## config.mk

```make
export PLATFORM = sky130hd
export DESIGN_NAME = sparse_dot_sched_flat
export DESIGN_NICKNAME = d
export VERILOG_FILES = /design/src/rtl/sparse_dot_sched_if.sv /design/src/rtl/sparse_dot_sched.sv /design/src/flat_wrapper.sv
export SDC_FILE = /design/constraint.sdc
export NUM_CORES = 1
export LEC_CHECK = 0
export CAP_MARGIN = 20
export CORE_AREA = 5 5 227 229
export CTS_CLUSTER_DIAMETER = 120
export DETAILED_ROUTE_END_ITERATION = 7
export DIE_AREA = 0 0 232 234
export MAX_ROUTING_LAYER = met4
export SYNTH_ARGS = -nofsm -noshare
export SYNTH_HDL_FRONTEND = slang
export SYNTH_SLANG_ARGS = --single-unit
export TNS_END_PERCENT = 50
```

## constraint.sdc

```tcl
create_clock -name clk -period 5.5 [get_ports clk]
set_input_delay 1.65 -clock clk [delete_from_list [all_inputs] [get_ports clk]]
set_output_delay 1.65 -clock clk [all_outputs]
set_load 0.01 [all_outputs]
```

## src/rtl/sparse_dot_sched_if.sv

```systemverilog
// Bundle of the chunk input port, the Sparse datapath port and the row result port.
// The master side feeds chunks, models Sparse and consumes results; the slave side is the scheduler.
interface sparse_dot_sched_if #(
  parameter int LANES      = 16,
  parameter int DW         = 8,
  parameter int PW         = 25,
  parameter int MAX_CHUNKS = 16,
  parameter int ACCW       = PW + $clog2(MAX_CHUNKS),
  parameter int CW         = $clog2(MAX_CHUNKS) + 1
);
  logic                  in_valid;
  logic                  in_ready;
  logic [LANES*DW-1:0]   in_A;
  logic [LANES*DW-1:0]   in_B;
  logic                  in_last;
  logic [LANES*DW-1:0]   dp_A;
  logic [LANES*DW-1:0]   dp_B;
  logic [PW-1:0]         dp_result;
  logic                  out_valid;
  logic                  out_ready;
  logic [ACCW-1:0]       out_sum;
  logic [CW-1:0]         out_chunks;
  logic [CW-1:0]         out_skipped;
  logic                  out_ovf;
  logic                  busy;

  modport master (
    output in_valid, in_A, in_B, in_last, dp_result, out_ready,
    input  in_ready, dp_A, dp_B, out_valid, out_sum, out_chunks, out_skipped, out_ovf, busy
  );

  modport slave (
    input  in_valid, in_A, in_B, in_last, dp_result, out_ready,
    output in_ready, dp_A, dp_B, out_valid, out_sum, out_chunks, out_skipped, out_ovf, busy
  );
endinterface

```

## src/rtl/sparse_dot_sched.sv

```systemverilog
// Row scheduler for the Sparse dot-product datapath: skips chunks with no live lane pair,
// issues live chunks, waits LAT cycles for the product and accumulates the row sum.
module sparse_dot_sched #(
  parameter int LANES      = 16,
  parameter int DW         = 8,
  parameter int PW         = 25,
  parameter int LAT        = 3,
  parameter int MAX_CHUNKS = 16,
  parameter int ACCW       = PW + $clog2(MAX_CHUNKS),
  parameter int CW         = $clog2(MAX_CHUNKS) + 1
) (
  input  logic              clk,
  input  logic              rst,
  sparse_dot_sched_if.slave bus
);
  localparam int VW   = LANES * DW;
  localparam int LATW = $clog2(LAT + 1);

  typedef enum logic [1:0] {IDLE, WAIT, DONE} state_e;

  state_e          state_q, state_d;
  logic [LATW-1:0] cnt_q, cnt_d;
  logic            last_q, last_d;
  logic [ACCW-1:0] acc_q, acc_d;
  logic [CW-1:0]   chunks_q, chunks_d;
  logic [CW-1:0]   skipped_q, skipped_d;
  logic            ovf_q, ovf_d;
  logic [VW-1:0]   dp_a_q, dp_a_d;
  logic [VW-1:0]   dp_b_q, dp_b_d;

  logic          live;
  logic          hs;
  logic [CW-1:0] chunks_inc;
  logic          hit_max;
  logic          row_end;

  always_comb begin
    live = 1'b0;
    for (int i = 0; i < LANES; i++) begin
      if (bus.in_A[i*DW +: DW] != '0 && bus.in_B[i*DW +: DW] != '0) live = 1'b1;
    end
  end

  assign hs         = bus.in_valid && (state_q == IDLE);
  assign chunks_inc = chunks_q + 1'b1;
  assign hit_max    = (chunks_inc == CW'(MAX_CHUNKS));
  assign row_end    = bus.in_last || hit_max;

  always_comb begin
    // NOTE: every next-state signal gets its hold value first so no path infers a latch.
    state_d   = state_q;
    cnt_d     = cnt_q;
    last_d    = last_q;
    acc_d     = acc_q;
    chunks_d  = chunks_q;
    skipped_d = skipped_q;
    ovf_d     = ovf_q;
    dp_a_d    = dp_a_q;
    dp_b_d    = dp_b_q;
    unique case (state_q)
      IDLE: begin
        if (hs) begin
          chunks_d = chunks_inc;
          if (hit_max && !bus.in_last) ovf_d = 1'b1;
          if (live) begin
            dp_a_d  = bus.in_A;
            dp_b_d  = bus.in_B;
            last_d  = row_end;
            cnt_d   = LATW'(LAT);
            state_d = WAIT;
          end else begin
            skipped_d = skipped_q + 1'b1;
            state_d   = row_end ? DONE : IDLE;
          end
        end
      end
      WAIT: begin
        cnt_d = cnt_q - 1'b1;
        // Expiry edge is LAT edges after the issue; dp_result is sampled exactly here.
        if (cnt_q == LATW'(1)) begin
          acc_d   = acc_q + ACCW'(bus.dp_result);
          state_d = last_q ? DONE : IDLE;
        end
      end
      DONE: begin
        if (bus.out_ready) begin
          acc_d     = '0;
          chunks_d  = '0;
          skipped_d = '0;
          ovf_d     = 1'b0;
          state_d   = IDLE;
        end
      end
      default: state_d = IDLE;
    endcase
  end

  always_ff @(posedge clk or negedge rst) begin
    if (!rst) begin
      state_q   <= IDLE;
      cnt_q     <= '0;
      last_q    <= 1'b0;
      acc_q     <= '0;
      chunks_q  <= '0;
      skipped_q <= '0;
      ovf_q     <= 1'b0;
      dp_a_q    <= '0;
      dp_b_q    <= '0;
    end else begin
      // NOTE: non-blocking updates keep every register sampling pre-edge values.
      state_q   <= state_d;
      cnt_q     <= cnt_d;
      last_q    <= last_d;
      acc_q     <= acc_d;
      chunks_q  <= chunks_d;
      skipped_q <= skipped_d;
      ovf_q     <= ovf_d;
      dp_a_q    <= dp_a_d;
      dp_b_q    <= dp_b_d;
    end
  end

  assign bus.in_ready    = (state_q == IDLE);
  assign bus.dp_A        = dp_a_q;
  assign bus.dp_B        = dp_b_q;
  assign bus.out_valid   = (state_q == DONE);
  assign bus.out_sum     = acc_q;
  assign bus.out_chunks  = chunks_q;
  assign bus.out_skipped = skipped_q;
  assign bus.out_ovf     = ovf_q;
  assign bus.busy        = (state_q != IDLE) || (chunks_q != '0);
endmodule

```

## src/flat_wrapper.sv

```systemverilog
// flat-port wrapper written by rule: the top's interface ports become plain ports
module sparse_dot_sched_flat 
#(
  parameter int LANES      = 16,
  parameter int DW         = 8,
  parameter int PW         = 25,
  parameter int LAT        = 3,
  parameter int MAX_CHUNKS = 16,
  parameter int ACCW       = PW + $clog2(MAX_CHUNKS),
  parameter int CW         = $clog2(MAX_CHUNKS) + 1
)
  (clk, rst, bus_in_valid, bus_in_A, bus_in_B, bus_in_last, bus_dp_result, bus_out_ready, bus_in_ready, bus_dp_A, bus_dp_B, bus_out_valid, bus_out_sum, bus_out_chunks, bus_out_skipped, bus_out_ovf, bus_busy);
  sparse_dot_sched_if #(.LANES(LANES), .DW(DW), .PW(PW), .MAX_CHUNKS(MAX_CHUNKS), .ACCW(ACCW), .CW(CW)) bus_i ();
  input  logic clk;
  input  logic rst;
  input wire logic [$bits(bus_i.in_valid)-1:0] bus_in_valid;
  input wire logic [$bits(bus_i.in_A)-1:0] bus_in_A;
  input wire logic [$bits(bus_i.in_B)-1:0] bus_in_B;
  input wire logic [$bits(bus_i.in_last)-1:0] bus_in_last;
  input wire logic [$bits(bus_i.dp_result)-1:0] bus_dp_result;
  input wire logic [$bits(bus_i.out_ready)-1:0] bus_out_ready;
  output wire logic [$bits(bus_i.in_ready)-1:0] bus_in_ready;
  output wire logic [$bits(bus_i.dp_A)-1:0] bus_dp_A;
  output wire logic [$bits(bus_i.dp_B)-1:0] bus_dp_B;
  output wire logic [$bits(bus_i.out_valid)-1:0] bus_out_valid;
  output wire logic [$bits(bus_i.out_sum)-1:0] bus_out_sum;
  output wire logic [$bits(bus_i.out_chunks)-1:0] bus_out_chunks;
  output wire logic [$bits(bus_i.out_skipped)-1:0] bus_out_skipped;
  output wire logic [$bits(bus_i.out_ovf)-1:0] bus_out_ovf;
  output wire logic [$bits(bus_i.busy)-1:0] bus_busy;
  assign bus_i.in_valid = bus_in_valid;
  assign bus_i.in_A = bus_in_A;
  assign bus_i.in_B = bus_in_B;
  assign bus_i.in_last = bus_in_last;
  assign bus_i.dp_result = bus_dp_result;
  assign bus_i.out_ready = bus_out_ready;
  assign bus_in_ready = bus_i.in_ready;
  assign bus_dp_A = bus_i.dp_A;
  assign bus_dp_B = bus_i.dp_B;
  assign bus_out_valid = bus_i.out_valid;
  assign bus_out_sum = bus_i.out_sum;
  assign bus_out_chunks = bus_i.out_chunks;
  assign bus_out_skipped = bus_i.out_skipped;
  assign bus_out_ovf = bus_i.out_ovf;
  assign bus_busy = bus_i.busy;
  sparse_dot_sched #(.LANES(LANES), .DW(DW), .PW(PW), .LAT(LAT), .MAX_CHUNKS(MAX_CHUNKS), .ACCW(ACCW), .CW(CW)) u_core (.clk(clk), .rst(rst), .bus(bus_i));
endmodule
```

==> results_dict.tcl, run 1 <==
set metrics [dict create \
    status "completed" \
    hpwlAfterDp_mm 39.1 \
    static-leakage-power_uw 0.00865 \
    hold_buffers 0 \
    clock_h_tree_levels 2 \
    timing.final.crit_share 0.814 \
    synth_warnings 0 \
    power.net_switching_uw 4120 \
    routed_length_per_placed_instance_um 21.6 \
    post_route_cells_drive_above_1_share 0.171 \
    via_per_inst 4.57 \
    final_cell_count_no_fill 2280 \
    path_class "in2reg" \
    power_per_cell_area_nw_per_um2 579 \
    max_freq_mhz 223 \
    grt_antenna_before_repair 2 \
    design.final.nets 1895 \
    die-area_um2 54300 \
    tritoncts_clock_tree "yes" \
    tightestPinTransition_ps 776 \
    final_count_of_hold_timing_violations 0 \
    most-common-layout-cells "sky130_fd_sc_hd__clkdlybuf4s50_1, sky130_fd_sc_hd__dfrtp_1, sky130_fd_sc_hd__mux2_2" \
    width_of_the_die_um 232 \
    synth.distinct_cells 57 \
    grt_start_max_net_pins 99 \
    ir_worst_vdd_mv 0.348 \
    core.rowCount 82 \
    p_sw_frac 0.337 \
    clk_root_buffer_cell "sky130_fd_sc_hd__clkbuf_16" \
    synthesized_area_divided_by_synthesized_cell_count_um2 13.5 \
    clock_sink_count 301 \
    rsz_0062_raised_after_global_routing "false" \
    detail_route.first_pass.iterations 5 \
    power_frac_seq 0.328 \
    max_cap_violations 0 \
    ant_nets 0 \
    grt_remaining_overflow 0 \
    gp_congestion 0.904 \
    r2r_slack_ps 2460 \
    vias_in_the_first_global_route 11500 \
    cts_buffer_depth 3 \
    total_global_route_track_usage 0.181 \
    seq_area_frac_synth 0.573 \
    timing.critical_path.from_type "input port" \
    initial_utilization 0.266 \
    syn_area_um2 13100 \
    timing.critical_path.to_type "register" \
    flip_flop_and_latch_count_after_synthesis 301 \
    p_comb_frac 0.474 \
    timing.hold.worst.start "u_core.bus.dp_A[28]" \
    global_route_wire_length_before_repair_mm 72.7 \
    fin_tns_setup_ps 0 \
    r2r_end "u_core.bus.out_sum[28]" \
    finalCriticalPeriod_ps 4480 \
    syn_inst 974 \
    cts-buffers-inserted 37 \
    wirelength_mm 49.3 \
    drt_iter0_markers 359 \
    slew_headroom 0.483 \
    final_core_util 0.427 \
    min_path_type "reg2reg" \
    coreArea_um2 49500 \
    numPortBuffers 584 \
    finalWorstSetupSlack_ps 1020 \
    mostFrequentLayoutCell "sky130_fd_sc_hd__clkdlybuf4s50_1" \
    holdPathStages 1 \
    crit_required_ps 5920 \
    path_clk_slew_ps 60 \
    post_route_skew_ps 18.4 \
    drv_slew 0 \
    boundaryPins 585 \
    syn2layout_area_growth_pct 60.8 \
    synth_flop_cell "sky130_fd_sc_hd__dfrtp_1" \
    clock_power_share 0.198 \
    reg2reg_launch_point "u_core.bus.out_sum[0]" \
    worst_skew_pair_latency_ps 550 \
    cp.arrival_ps 4900 \
    post_synth_edffs 0 \
    drc 0 \
    finalSetupViolCount 0 \
    synth.net_count 1290 \
    fp.dieH_um 234 \
    detailroute.via_count 10400 \
    internal_power_uw 8120 \
    dp_worst_setup_slack_ps 269 \
    dp.cells 2212 \
    cts-resized-gates 0 \
    postCtsSetupRepairBufs 0 \
    endpoint_worst_hold "u_core.bus.dp_A[28]" \
    worst-r2r-cell-count 10 \
    final.hold.worst_slack_ps 488 \
    synth-async-reset-ratio 1.00 \
    critPathMaxFanout 50 \
]
-- area by class of cell --
cell class / instances / area, um2
Multi-Input combinational cell: 628 / 5410
Clock buffer: 51 / 1050
Antenna cell: 1 / 2.50
Timing Repair Buffer: 602 / 6100
Inverter: 9 / 33.8
Clock inverter: 16 / 163
Fill cell: 4648 / 28300
Tap cell: 672 / 841
Sequential cell: 301 / 7530
-- cell usage after synthesis (7+ instances only) --
library cell,instances,area [um2]
sky130_fd_sc_hd__dfrtp_1,301,7530
sky130_fd_sc_hd__mux2_2,186,2090
sky130_fd_sc_hd__mux2_1,71,800
sky130_fd_sc_hd__nand2_1,69,259
sky130_fd_sc_hd__nor4_1,64,400
sky130_fd_sc_hd__ha_1,29,363
sky130_fd_sc_hd__buf_2,28,140
sky130_fd_sc_hd__a22o_1,24,210
sky130_fd_sc_hd__a21oi_1,22,110
sky130_fd_sc_hd__nor2_1,18,67.6
sky130_fd_sc_hd__a21o_1,16,120
sky130_fd_sc_hd__xnor2_1,15,131
sky130_fd_sc_hd__o21ai_0,14,70.1
sky130_fd_sc_hd__a22oi_1,10,75.1
sky130_fd_sc_hd__xor2_1,10,87.6
sky130_fd_sc_hd__inv_1,9,33.8
sky130_fd_sc_hd__nand3_1,9,45.0
sky130_fd_sc_hd__clkbuf_1,7,26.3
-- power by group through the flow --
| stage | logic [uW] | registers (uW) | clock network, uW |
|---|---|---|---|
| 2_1_floorplan | 2110 | 4430 | 0 |
| 3_3_place_gp | 5820 | 4010 | 0 |
| 3_5_place_dp | 5860 | 4030 | 0 |
| 4_1_cts | 5900 | 4020 | 2500 |
| 5_1_grt | 6220 | 4160 | 2580 |
| 6_report | 5800 | 4020 | 2420 |
-- sequential cells by signal (all words and copies together) (netlist names) --
register and cells:
u_core.bus.dp_A 128, u_core.bus.dp_B 128, u_core.bus.out_sum 29, u_core.bus.out_chunks 5
u_core.bus.out_skipped 5, u_core.cnt_q 2, u_core.state_q 2, u_core.bus.out_ovf 1
u_core.last_q 1
-- through the flow --
stage          cell area, um2  power (uW)
6_report                21100       12200
5_1_grt                 21100       13000
4_1_cts                 21100       12400
3_5_place_dp            19900        9900
3_3_place_gp            19900        9830
2_1_floorplan           13100        6550
-- worst max path at each step --
stage	start	endpoint	slack [ps]	depth (start not counted)
after floorplan	bus_dp_result[0]	u_core.bus.out_sum[28]	1540	10
after global routing	bus_in_B[65]	u_core.bus.out_skipped[3]	760	9
after detailed placement	bus_in_B[65]	u_core.bus.dp_A[125]	270	9
after global placement	bus_in_B[64]	u_core.bus.dp_B[50]	370	9
final	bus_in_B[65]	u_core.bus.dp_B[0]	1020	9
after CTS	bus_in_B[65]	u_core.bus.dp_A[125]	840	9
-- cell families (layout without fill, tap and decap cells) --
group | after synthesis | in the layout | synth area share
buffers and inverters | 45 | 678 | 0.0155
flip-flops | 301 | 301 | 0.573
adder cells (fa/ha/maj) | 30 | 30 | 0.0291
XOR/XNOR | 25 | 25 | 0.0167
other | 0 | 1 | 0
multiplexers | 259 | 259 | 0.222
AND/OR/NAND/NOR | 192 | 192 | 0.0761
AO/OA/AOI/OAI | 122 | 122 | 0.0675
-- critical path, stage by stage --
cell	delay [ps]
sky130_fd_sc_hd__clkdlybuf4s50_1	430
sky130_fd_sc_hd__nor4_1	580
sky130_fd_sc_hd__nand2_1	230
sky130_fd_sc_hd__a22oi_1	560
sky130_fd_sc_hd__nand4_1	300
sky130_fd_sc_hd__o21ai_4	290
sky130_fd_sc_hd__buf_12	160
sky130_fd_sc_hd__buf_12	260
sky130_fd_sc_hd__mux2_2	370
-- per-layer routing --
metal  wire [um]  vias to the layer above  GRT usage
li1            -                     4832          -
met1       19700                     5136      0.209
met2       24300                      384      0.304
met3        4370                       60     0.0679
met4         986                        0     0.0399
met5           0                        -          -
No activity file was read; power rests on OpenSTA's default activity.
==> inputs of run 2 (changes only) <==
--- a/config.mk
+++ b/config.mk
@@ -6,10 +6,10 @@
 export NUM_CORES = 1
 export LEC_CHECK = 0
 export CAP_MARGIN = 20
-export CORE_AREA = 5 5 227 229
+export CORE_AREA = 5 5 222 224
 export CTS_CLUSTER_DIAMETER = 120
 export DETAILED_ROUTE_END_ITERATION = 7
-export DIE_AREA = 0 0 232 234
+export DIE_AREA = 0 0 227 229
 export MAX_ROUTING_LAYER = met4
 export SYNTH_ARGS = -nofsm -noshare
 export SYNTH_HDL_FRONTEND = slang
==> constraint.sdc (replaced) <==
create_clock -name clk -period 4 [get_ports clk]
set_input_delay 1.2 -clock clk [delete_from_list [all_inputs] [get_ports clk]]
set_output_delay 1.2 -clock clk [all_outputs]
set_load 0.01 [all_outputs]
==> results_dict.tcl, run 2 (synthesized netlist as in run 1, its figures left out) <==
set metrics [dict create \
    mostFrequentLayoutCell "sky130_fd_sc_hd__clkdlybuf4s50_1" \
    multi_input_area_um2 5410 \
    fillerInstances 4328 \
    ant_nets 0 \
    final_cell_count_no_fill 2258 \
    path_clk_slew_ps 60 \
    power_per_cell_area_nw_per_um2 796 \
    timing.hold.worst.start "u_core.bus.dp_B[25]" \
    finalCriticalPeriod_ps 3840 \
    tritoncts_clock_tree "yes" \
    path_class "in2reg" \
    endpoint_worst_hold "u_core.bus.dp_B[25]" \
    max_cap_violations 0 \
    cts-buffers-inserted 37 \
    hold_buffers 0 \
    grt_remaining_overflow 0 \
    p_sw_frac 0.339 \
    drv_slew 0 \
    dp_worst_setup_slack_ps -468 \
    routed_length_per_placed_instance_um 23.2 \
    timing.critical_path.from_type "input port" \
    cp.arrival_ps 4290 \
    power_frac_seq 0.325 \
    clk_root_buffer_cell "sky130_fd_sc_hd__clkbuf_16" \
    dp.cells 2186 \
    finalSetupViolCount 0 \
    tightestPinTransition_ps 847 \
    crit_required_ps 4450 \
    detailroute.via_count 10800 \
    final.hold.worst_slack_ps 485 \
    syn2layout_area_growth_pct 62.1 \
    rsz_0062_raised_after_global_routing "false" \
    clock_power_share 0.190 \
    internal_power_uw 11200 \
    vias_in_the_first_global_route 11800 \
    wirelength_mm 52.4 \
    most-common-layout-cells "sky130_fd_sc_hd__clkdlybuf4s50_1, sky130_fd_sc_hd__dfrtp_1, sky130_fd_sc_hd__mux2_2" \
    postCtsSetupRepairBufs 0 \
    cts-resized-gates 0 \
    hpwlAfterDp_mm 42.4 \
    width_of_the_die_um 227 \
    grt_start_max_net_pins 95 \
    drc 0 \
    timing.critical_path.max_delay_family "simple AND/OR/NAND/NOR gates" \
    core.rowCount 80 \
    crit_path_max_incr_delay_ps 470 \
    p_comb_frac 0.485 \
    cp.buffers_inverters 4 \
    worst_skew_pair_latency_ps 550 \
    timing.critical_path.cells "clkdlybuf4s50_1 > nor4_1 > buf_4 > nand2_1 > a22oi_1 > buf_4 > nand4_1 > nor2_1 > buf_4 > o311ai_1 > or3_1 > a21oi_1" \
    numPortBuffers 584 \
    timing.final.crit_share 0.960 \
    post_route_cells_drive_above_1_share 0.183 \
    seqCellArea_um2 7530 \
    coreArea_um2 47100 \
    grt_antenna_before_repair 7 \
    detail_route.first_pass.iterations 4 \
    timing.critical_path.to_type "register" \
    cts_buffer_depth 3 \
    initial_utilization 0.279 \
    power.net_switching_uw 5750 \
    gp_congestion 0.909 \
    r2r_end "u_core.bus.out_sum[28]" \
    r2r_slack_ps 1130 \
    fin_total_pwr_uw 17000 \
    die-area_um2 52000 \
    post_route_skew_ps 21.8 \
    slew_headroom 0.430 \
    clock_h_tree_levels 2 \
    worst-r2r-cell-count 10 \
    drt_iter0_markers 443 \
    holdPathStages 1 \
    slowest_stage "sky130_fd_sc_hd__a22oi_1" \
    via_per_inst 4.77 \
    cp_common_cell "sky130_fd_sc_hd__buf_4" \
    min_path_type "reg2reg" \
    status "completed" \
    fp.dieH_um 229 \
    total_global_route_track_usage 0.201 \
    critPathMaxFanout 3 \
    global_route_wire_length_before_repair_mm 76.5 \
    clock_sink_count 301 \
    boundaryPins 585 \
    reg2reg_launch_point "u_core.bus.out_sum[0]" \
    finalWorstSetupSlack_ps 160 \
    max_freq_mhz 260 \
    design.final.nets 1926 \
    static-leakage-power_uw 0.00878 \
    final_count_of_hold_timing_violations 0 \
    ir_worst_vdd_mv 0.494 \
    final_core_util 0.452 \
]
==> run 2: routing by layer <==
metal | vias to the layer above | wire [um] | GRT usage
li1 | 4916 | - | -
met5 | - | 0 | -
met2 | 439 | 25400 | 0.325
met3 | 104 | 4920 | 0.0700
met1 | 5307 | 20000 | 0.225
met4 | 0 | 2100 | 0.0843
==> run 2: power by group through the flow <==
stage	Combinational, uW	Clock (uW)	Sequential [uW]
2_1_floorplan	2900	0	6100
3_3_place_gp	8230	0	5490
3_5_place_dp	8290	0	5530
4_1_cts	8330	3330	5510
5_1_grt	8770	3430	5690
6_report	8220	3220	5510
==> run 2: final cells by class <==
cell class | instances | share of cell area
sequential | 301 | 0.354
timing repair buffer | 633 | 0.300
multi-input combinational | 628 | 0.254
clock buffer | 55 | 0.0504
tap | 615 | 0.0361
clock inverter | 10 | 0.00388
inverter | 9 | 0.00159
antenna | 7 | 0.000822
==> run 2: worst max path at each step <==
stage                                 from                         to  slack (ps)  cells after the start
after global routing          bus_in_B[60]  u_core.bus.out_skipped[4]           2                     12
final                         bus_in_B[60]  u_core.bus.out_skipped[4]         160                     12
after floorplan           bus_dp_result[0]     u_core.bus.out_sum[28]         490                     10
after global placement        bus_in_B[60]  u_core.bus.out_skipped[4]        -410                     12
after CTS                     bus_in_B[60]  u_core.bus.out_skipped[4]         110                     12
after detailed placement      bus_in_B[74]  u_core.bus.out_skipped[4]        -470                     10
==> run 2: metrics by stage <==
stage                     area [um2]  setup TNS (ps)
after floorplan                13100               0
after global placement         20100          -79680
after detailed placement       20100          -91590
after CTS                      21300               0
after global routing           21300               0
final                          21300               0
==> edit (settings of run 2) <==
`LAT` is set to 3 in 2 places; all go to 2.
--- a/src/rtl/sparse_dot_sched.sv
+++ b/src/rtl/sparse_dot_sched.sv
@@ -4,7 +4,7 @@
   parameter int LANES      = 16,
   parameter int DW         = 8,
   parameter int PW         = 25,
-  parameter int LAT        = 3,
+  parameter int LAT        = 2,
   parameter int MAX_CHUNKS = 16,
   parameter int ACCW       = PW + $clog2(MAX_CHUNKS),
   parameter int CW         = $clog2(MAX_CHUNKS) + 1
--- a/src/flat_wrapper.sv
+++ b/src/flat_wrapper.sv
@@ -4,7 +4,7 @@
   parameter int LANES      = 16,
   parameter int DW         = 8,
   parameter int PW         = 25,
-  parameter int LAT        = 3,
+  parameter int LAT        = 2,
   parameter int MAX_CHUNKS = 16,
   parameter int ACCW       = PW + $clog2(MAX_CHUNKS),
   parameter int CW         = $clog2(MAX_CHUNKS) + 1
Check against the original RTL: not equivalent (Yosys sat finds a counterexample within 4 cycles, from zero or initial values and one cycle with rst low).
==> edit against run 2 <==
Area after synthesis about the same; setup slack better by 0.12 ns; routed wire length down 4.3%; critical endpoint is now u_core.bus.dp_B[53]$_DFFE_PN0P_; power down 1.0%; sequential cell count unchanged; highest routed layer unchanged; largest cell class unchanged; final cell count up 0.40%; first-iteration DRC count down 17%; via count down 1.1%; final area up 0.27%; clock power down 2%; register-to-register slack better by 0.09 ns.
==> edit: results (changes against run 2) <==
| Metric | Value |
|---|---|
| Drt via density | `4.70 (-1.5%)` |
| Met2 Track Usage GR | `32.2% (-0.33 points)` |
| Final WL | `50.1 mm (-4.3%)` |
| Area fraction in compound gates after synthesis | `6.75% (about the same)` |
| Met3 WL post-DR | `4.92 mm (+0.12%)` |
| Layout cells sized above 1 | `18.5% (+0.19 points)` |
| Seq/Total Area, Yosys | `57.3% (about the same)` |
| HPWL Detailed | `40.7 mm (-4.0%)` |
| Commonest cells post-synth | `dfrtp_1 (301), mux2_2 (185), mux2_1 (71)` |
| Min Hold Slack | `0.488 ns (+0.00327 ns)` |
| First-pass GRT wire length | `74.2 mm (-3.0%)` |
| Hold endpoint | `u_core.bus.dp_A[84]$_DFFE_PN0P_` |
| Outcome | `complete, no violations` |
| Worst slew pin tran | `0.930 ns (+0.0833 ns)` |
| Met2 routed wirelength | `24.9 mm (-2.0%)` |
| P_seq | `5.52 mW (about the same)` |
| Crit path from | `bus_in_A[9]` |
| Met1 global-route usage | `20.6% (-1.9 points)` |
| Pin count of the biggest net entering global routing | `87 (-8.4%)` |
| Routed len/inst | `22.1 um (-4.7%)` |
| Ranking of synthesized cells by area | `dfrtp_1 (57%), mux2_2 (16%), mux2_1 (6.1%)` |
| Combinational power share | `48.4% (about the same)` |
| Multiplexer area fraction after synthesis | `22.2% (about the same)` |
| Slowest stage delay, CP | `0.63 ns (+0.16 ns)` |
| Placed cells | `2193 (+0.32%)` |
| Initial antenna violation count | `9 (+2)` |
| Hold Crit Start | `u_core.bus.dp_A[84]$_DFFE_PN0P_` |
| Final nets | `1932 (+0.31%)` |
| Switching power | `5.55 mW (-3.6%)` |
-- edit: cell count changes in the layout (fill, tap and decap cells not counted), sizes merged --
cell	delta
buf	+7
bufinv	+1
clkbuf	-2
clkinv	-2
diode	+4
inv	+1
mux2	-1
mux2i	+1
-- edit: cells by family (layout without fill, tap and decap cells) --
| family | Yosys count | count (layout) |
|---|---|---|
| flip-flops | 301 | 301 |
| multiplexers | 259 | 259 |
| AND/OR/NAND/NOR | 192 | 192 |
| AO/OA/AOI/OAI | 122 | 122 |
| buffers and inverters | 45 | 712 |
| adder cells (fa/ha/maj) | 30 | 30 |
| XOR/XNOR | 25 | 25 |
| other | 0 | 11 |
-- edit: through the flow --
stage	instance area, um^2	setup slack, ns	total power [mW]
3_3_place_gp	20200	-0.482	13.6
6_report	21400	0.284	16.8
2_1_floorplan	13100	0.489	8.97
4_1_cts	21300	0.111	17.0
3_5_place_dp	20200	-0.459	13.7
5_1_grt	21400	0.0257	17.8
-- edit: worst max-delay path by stage --
stage / to
6_report: u_core.bus.dp_B[53]$_DFFE_PN0P_
4_1_cts: u_core.bus.out_skipped[4]$_DFFE_PN0P_
2_1_floorplan: u_core.bus.out_sum[28]$_DFFE_PN0P_
3_5_place_dp: u_core.bus.out_skipped[4]$_DFFE_PN0P_
3_3_place_gp: u_core.bus.out_skipped[4]$_DFFE_PN0P_
5_1_grt: u_core.bus.out_skipped[4]$_DFFE_PN0P_
-- edit: final cells by class --
type	count	area, um^2	area share (%)
diodes	11	27.5	0.129
well taps	615	769	3.60
multi-input cells	628	5420	25.4
flip-flops and latches	301	7530	35.3
clock inverters	10	85.1	0.398
clock buffers	53	1040	4.85
repair buffers	640	6460	30.2
inverters	9	33.8	0.158
